==> src/rtl/qam16_pkg.sv <==
// Shared types and constants for the QAM16 frame packer.
//   state_e       : packer state (HUNT searches for sync, PAYLOAD packs bytes)
//   sym_t, byte_t : symbol (4-bit) and byte (8-bit) data types
//   fifo_entry_t  : one buffered output entry, first-of-frame flag above the byte
package qam16_pkg;

  localparam int unsigned SYM_W  = 4;
  localparam int unsigned BYTE_W = 8;

  typedef logic [SYM_W-1:0]  sym_t;
  typedef logic [BYTE_W-1:0] byte_t;

  typedef enum logic [0:0] {
    HUNT,
    PAYLOAD
  } state_e;

  typedef struct packed {
    logic  first;
    byte_t data;
  } fifo_entry_t;

  localparam byte_t SYNC_BYTE_DEFAULT = 8'hA5;

endpackage

==> src/rtl/qam16_byte_fifo.sv <==
// Small synchronous FIFO holding payload bytes plus their first-of-frame flag.
// The head entry is kept in its own register so the output is never a
// fall-through of the write data.
// Ports:
//   clk, rst    : clock, asynchronous active-high reset
//   push        : write push_data (accepted when not full, or full with a pop)
//   push_data   : entry to write
//   pop         : remove the head entry (ignored when empty)
//   full, empty : occupancy flags
//   head        : registered head-of-FIFO entry
module qam16_byte_fifo
  import qam16_pkg::*;
#(
  parameter int unsigned DEPTH = 4
) (
  input  logic        clk,
  input  logic        rst,
  input  logic        push,
  input  fifo_entry_t push_data,
  input  logic        pop,
  output logic        full,
  output logic        empty,
  output fifo_entry_t head
);

  localparam int unsigned AW = $clog2(DEPTH);

  fifo_entry_t       mem_q [DEPTH];
  logic [AW-1:0]     wr_ptr_q, wr_ptr_d;
  logic [AW-1:0]     rd_ptr_q, rd_ptr_d;
  logic [AW:0]       count_q, count_d;
  fifo_entry_t       head_q, head_d;
  logic              do_push, do_pop;

  assign full  = (count_q == (AW+1)'(DEPTH));
  assign empty = (count_q == '0);
  assign head  = head_q;

  assign do_pop  = pop && !empty;
  // A full FIFO still takes a write when the head leaves in the same cycle.
  assign do_push = push && (!full || do_pop);

  always_comb begin
    wr_ptr_d = wr_ptr_q;
    rd_ptr_d = rd_ptr_q;
    count_d  = count_q;
    head_d   = head_q;

    if (do_push) begin
      wr_ptr_d = wr_ptr_q + AW'(1);
    end
    if (do_pop) begin
      rd_ptr_d = rd_ptr_q + AW'(1);
    end
    unique case ({do_push, do_pop})
      2'b10:   count_d = count_q + (AW+1)'(1);
      2'b01:   count_d = count_q - (AW+1)'(1);
      default: count_d = count_q;
    endcase

    // Head tracks the oldest entry: the incoming word when it becomes the
    // only entry, otherwise the next stored word after a pop.
    if (do_push && (empty || (do_pop && count_q == (AW+1)'(1)))) begin
      head_d = push_data;
    end else if (do_pop && count_q > (AW+1)'(1)) begin
      head_d = mem_q[rd_ptr_q + AW'(1)];
    end
  end

  always_ff @(posedge clk or posedge rst) begin
    if (rst) begin
      wr_ptr_q <= '0;
      rd_ptr_q <= '0;
      count_q  <= '0;
      head_q   <= '0;
    end else begin
      wr_ptr_q <= wr_ptr_d;
      rd_ptr_q <= rd_ptr_d;
      count_q  <= count_d;
      head_q   <= head_d;
    end
  end

  // Storage needs no reset: entries are only read after being written.
  always_ff @(posedge clk) begin
    if (do_push) begin
      mem_q[wr_ptr_q] <= push_data;
    end
  end

endmodule

==> src/rtl/qam16_frame_packer.sv <==
// Searches the demodulated QAM16 symbol stream for a sync byte at nibble
// granularity, then packs the following symbol pairs into FRAME_LEN payload
// bytes that are buffered and delivered on a valid/ready interface.
// Ports:
//   clk, rst    : clock, asynchronous active-high reset
//   sym_valid   : sym_in carries a new symbol this cycle
//   sym_in      : demodulated symbol, I in [3:2], Q in [1:0]
//   byte_out    : head-of-buffer payload byte
//   byte_first  : byte_out is the first payload byte of its frame
//   byte_valid  : buffer non-empty
//   byte_ready  : downstream takes byte_out this cycle
//   locked      : packer is inside a frame payload
//   overflow    : one-cycle pulse, a completed byte was dropped (buffer full)
module qam16_frame_packer
  import qam16_pkg::*;
#(
  parameter byte_t       SYNC_BYTE  = SYNC_BYTE_DEFAULT,
  parameter int unsigned FRAME_LEN  = 16,
  parameter int unsigned FIFO_DEPTH = 4
) (
  input  logic        clk,
  input  logic        rst,
  input  logic        sym_valid,
  input  sym_t        sym_in,
  output byte_t       byte_out,
  output logic        byte_first,
  output logic        byte_valid,
  input  logic        byte_ready,
  output logic        locked,
  output logic        overflow
);

  localparam int unsigned CntW = (FRAME_LEN > 1) ? $clog2(FRAME_LEN) : 1;
  localparam logic [CntW-1:0] CntLast = CntW'(FRAME_LEN - 1);

  state_e          state_q, state_d;
  // Only the previous symbol is kept; the 8-bit window is {win_q, sym_in}.
  sym_t            win_q, win_d;
  logic [1:0]      fill_q, fill_d;
  logic [1:0]      fill_inc;
  logic            phase_q, phase_d;   // 0: expecting high nibble
  sym_t            hi_q, hi_d;
  logic [CntW-1:0] cnt_q, cnt_d;
  logic            overflow_q, overflow_d;

  logic            fifo_push;
  fifo_entry_t     fifo_wdata;
  logic            fifo_full, fifo_empty;
  fifo_entry_t     fifo_head;
  logic            pop_fire;

  assign pop_fire = byte_valid && byte_ready;
  assign fill_inc = (fill_q == 2'd2) ? 2'd2 : fill_q + 2'd1;

  always_comb begin
    state_d          = state_q;
    win_d            = win_q;
    fill_d           = fill_q;
    phase_d          = phase_q;
    hi_d             = hi_q;
    cnt_d            = cnt_q;
    fifo_push        = 1'b0;
    fifo_wdata.first = (cnt_q == '0);
    fifo_wdata.data  = {hi_q, sym_in};

    unique case (state_q)
      HUNT: begin
        if (sym_valid) begin
          win_d  = sym_in;
          fill_d = fill_inc;
          if (fill_inc == 2'd2 && {win_q, sym_in} == SYNC_BYTE) begin
            state_d = PAYLOAD;
            phase_d = 1'b0;
            cnt_d   = '0;
          end
        end
      end
      PAYLOAD: begin
        if (sym_valid) begin
          if (!phase_q) begin
            hi_d    = sym_in;
            phase_d = 1'b1;
          end else begin
            fifo_push = 1'b1;
            phase_d   = 1'b0;
            // Dropped bytes still advance the count, so frames always end.
            if (cnt_q == CntLast) begin
              state_d = HUNT;
              cnt_d   = '0;
              win_d   = '0;
              fill_d  = '0;
            end else begin
              cnt_d = cnt_q + CntW'(1);
            end
          end
        end
      end
      default: state_d = HUNT;
    endcase

    overflow_d = fifo_push && fifo_full && !pop_fire;
  end

  always_ff @(posedge clk or posedge rst) begin
    if (rst) begin
      state_q    <= HUNT;
      win_q      <= '0;
      fill_q     <= '0;
      phase_q    <= 1'b0;
      hi_q       <= '0;
      cnt_q      <= '0;
      overflow_q <= 1'b0;
    end else begin
      state_q    <= state_d;
      win_q      <= win_d;
      fill_q     <= fill_d;
      phase_q    <= phase_d;
      hi_q       <= hi_d;
      cnt_q      <= cnt_d;
      overflow_q <= overflow_d;
    end
  end

  qam16_byte_fifo #(
    .DEPTH (FIFO_DEPTH)
  ) u_fifo (
    .clk       (clk),
    .rst       (rst),
    .push      (fifo_push),
    .push_data (fifo_wdata),
    .pop       (pop_fire),
    .full      (fifo_full),
    .empty     (fifo_empty),
    .head      (fifo_head)
  );

  assign byte_valid = !fifo_empty;
  assign byte_out   = fifo_head.data;
  assign byte_first = fifo_head.first;
  assign locked     = (state_q == PAYLOAD);
  assign overflow   = overflow_q;

endmodule

==> config.mk <==
export PLATFORM = sky130hd
export DESIGN_NAME = qam16_frame_packer
export DESIGN_NICKNAME = d
export VERILOG_FILES = /design/src/rtl/qam16_pkg.sv /design/src/rtl/qam16_byte_fifo.sv /design/src/rtl/qam16_frame_packer.sv
export SDC_FILE = /design/constraint.sdc
export NUM_CORES = 1
export LEC_CHECK = 0
export ABC_AREA = 0
export CAP_MARGIN = 0
export CORE_ASPECT_RATIO = 1.5
export CORE_MARGIN = 3
export CORE_UTILIZATION = 40
export DETAILED_ROUTE_END_ITERATION = 6
export PLACE_DENSITY_LB_ADDON = 0.08
export SETUP_SLACK_MARGIN = 0.1
export SLEW_MARGIN = 10
export SYNTH_ARGS = -nofsm -noshare
export SYNTH_HDL_FRONTEND = slang
export SYNTH_HIERARCHICAL = 1
export SYNTH_SLANG_ARGS = --single-unit
==> constraint.sdc <==
create_clock -name clk -period 2.4 [get_ports clk]
set_input_delay 0.36 -clock clk [delete_from_list [all_inputs] [get_ports clk]]
set_output_delay 0.36 -clock clk [all_outputs]
set_load 0.01 [all_outputs]
==> results.toml <==
[placement]
portBuffers = 19
gp_congestion = 0.7880
placed_area_mm2 = 0.003538
hpwl_mm = 4.226

[timing]
slew_viol_final = 0
hold_viol_final = 0
rsz0062_at_grt = "false"
tightest_slew_ns = 0.7760
max_slew_margin = 0.4821
skew_ns = 0.005672
post-route-period-util = 0.9109
final.min_clock_period_ns = 2.186
holdWs_ns = 0.4645
max_freq_mhz = 457.4
setup_viol = 0
fin_tns_setup_ns = 0

[synthesis]
syn_area_per_cell_um2 = 13.44
syn_inst = 235
yosysTopAreaCellShare = 0.3422
synth_top_area_cell = "edfxtp_1"
ys_seq_area_frac = 0.6036
yosys_register_bits = 69
synth_cell_types = 44
netlist_top_cells_area = "edfxtp_1, dfrtp_1, mux4_2, ha_1, nand2_1"
yosysWarningCount = 6
syn_nets = 254
syn_area_mm2 = 0.003159

[run]
drv_cap = 0

[final_layout]
final_util = 0.5025
finalInstanceArea_mm2 = 0.003850
nets = 291
drive_gt1_frac = 0.1769
antenna_cells = 0
synthToLayoutAreaGrowth_pct = 21.86
register_area_mm2 = 0.001908
n_fill_cell = 709
multi_input_area_mm2 = 0.001137

[cts]
clkTransAtPathRegs_ns = 0.06
insertion_delay_ns = 0.32
cts_tree = "yes"
htree_num_levels = 3
cts-hold-fix-buffers = 0
cts.sinks = 69
cts_root_buf = "clkbuf_16"
cts_max_path_buffers = 2
numCtsBuffers = 9

[worst_setup_path]
cp-end-kind = "primary output"
worstReg2RegStart = "u_fifo/count_q[1]$_DFFE_PP0P_"
worst-r2r-setup-slack_ns = 0.33
crit_fanout = 6
cp-endpoint = "byte_valid"
worstPathRequired_ns = 2.04
arrival_ns = 1.83
r2r-end = "u_fifo/head[8]$_DFFE_PP0P_"
cp-startpoint = "u_fifo/count_q[1]$_DFFE_PP0P_"
crit_type = "flip-flop to primary output"
rr_worst_depth = 10
startpoint_type = "flip-flop"

[detailed_routing]
vias = 1908
drc = 0
drt_first_iter_violations = 109
dr.pass1.iters = 4
vias_per_cell = 5.034
wire_per_inst_um = 15.77
ant_nets = 0
finalWirelength_mm = 5.976

[floorplanning]
start_util = 0.4124
dieArea_mm2 = 0.009023
core_area_mm2 = 0.007661
io_pins = 20
core.rowCount = 39
die_x_um = 78.57
die_h_um = 114.8

[global_routing]
antenna_found_initial = 0
grt_first_pass_wirelength_mm = 9.991
gr-total-overflow = 0
track_usage = 0.1494
grt_pass1_vias = 1961
grt_max_degree = 20

[power]
p_per_area_mw_per_mm2 = 1282
peakVddDrop_mv = 0.5064
p_leak_nw = 1.531

[outcome]
status = "completed"

[min_path]
hold_path_class = "input port to async pin"
[cells by family after synthesis]
group / after synthesis / share of synthesized area
muxes: 12 / 0.07485
adders and majority gates: 12 / 0.04673
buffers and inverters: 26 / 0.03762
and+or+nand+nor: 74 / 0.1366
DFF: 69 / 0.6036
xor gates and xnor gates: 4 / 0.01109
AOI/OAI and AO/OA: 38 / 0.08951
[how the worst min path moves through the flow]
stage                          start                            end  slack, ns
2_1_floorplan                    rst  u_fifo/count_q[0]$_DFFE_PP0P_       0.27
3_3_place_gp   fill_q[0]$_DFFE_PP0P_          fill_q[0]$_DFFE_PP0P_       0.48
3_5_place_dp    win_q[2]$_DFFE_PP0P_           win_q[2]$_DFFE_PP0P_       0.49
4_1_cts                          rst           cnt_q[3]$_DFFE_PP0P_       0.49
5_1_grt         win_q[0]$_DFFE_PP0P_           win_q[0]$_DFFE_PP0P_       0.52
6_report                         rst           win_q[1]$_DFFE_PP0P_       0.46
[sequential cells by signal (all words and copies together) (netlist names), 3 cells and up]
name / count
u_fifo/count_q: 3
cnt_q: 4
win_q: 4
u_fifo/head: 9
hi_q: 4
u_fifo/mem_q: 36
[repair_timing]
| action | 4_1_cts | 5_1_grt |
|---|---|---|
| gates resized for setup | 0 | 3 |
| setup buffers | 0 | 0 |
| setup endpoints to repair | 0 | 10 |
[routing by layer]
layer	vias to the layer above	global-route usage	wire length (um)
met3	6	0.04467	223
met1	931	0.1835	2617
met4	0	0.06651	85
met2	38	0.2433	3050
li1	933	-	-
met5	-	0	0
[final cells by class]
type	count	area share
flip-flops and latches	69	0.4956
multi-input cells	140	0.2954
repair buffers	34	0.07865
clock buffers	10	0.05947
well taps	102	0.03315
clock inverters	6	0.02015
inverters	18	0.01755
[power breakdown]
part | total (mW) | internal (mW) | switching [mW]
clock network | 1.36 | 0.898 | 0.460
registers | 1.98 | 1.66 | 0.328
logic | 1.59 | 0.840 | 0.754
total | 4.93 | 3.39 | 1.54
[Yosys cell counts (all sizes together)]
cell,count
nor4,1
o31ai,3
o21ai,7
inv,18
or2,1
nand3,15
and3,1
or3,1
nand2b,5
ha,11
maj3,1
a31oi,1
and4b,1
a22o,6
and4,1
nor3b,2
edfxtp,36
o311ai,1
nor2b,6
xnor2,4
nand4bb,2
clkbuf,2
a21o,3
and2,6
nor2,1
o22ai,1
nand3b,3
nand2,27
mux2,3
o21a,1
dfrtp,33
a21oi,4
nor3,1
a311oi,1
o211ai,10
buf,6
mux4,9
[placed cells by master (no fill, tap or decap), types with 2 or more instances in the layout]
cell,instances
clkinv_2,2
nor2b_1,6
clkinv_1,2
inv_1,18
o21ai_0,6
a21o_1,3
buf_4,15
nor3b_1,2
edfxtp_1,36
and2_1,5
a21oi_1,4
mux2_2,3
bufinv_16,2
nand2_1,26
o211ai_1,10
a22o_1,6
dfrtp_1,32
mux4_2,9
clkdlybuf4s50_1,19
ha_1,11
nand2b_1,3
nand3b_1,3
nand2b_2,2
nand3_1,15
clkbuf_16,9
xnor2_1,4
o31ai_1,2
[metrics by stage]
stage          std cells  total power, mW  worst slack, ns
2_1_floorplan        235            3.069           0.2853
3_3_place_gp         363            3.604           0.2025
3_5_place_dp         363            3.623           0.2082
4_1_cts              379            5.013           0.1521
5_1_grt              379            5.282           0.1104
6_report             379            4.935           0.2139
[critical path, stage by stage (launching register included)]
cell	delay, ns
dfrtp_2	0.44
inv_1	0.15
ha_1	0.21
nand2b_2	0.08
inv_1	0.11
inv_1	0.05
clkdlybuf4s50_1	0.47
Power figures use the tool's default switching activity.
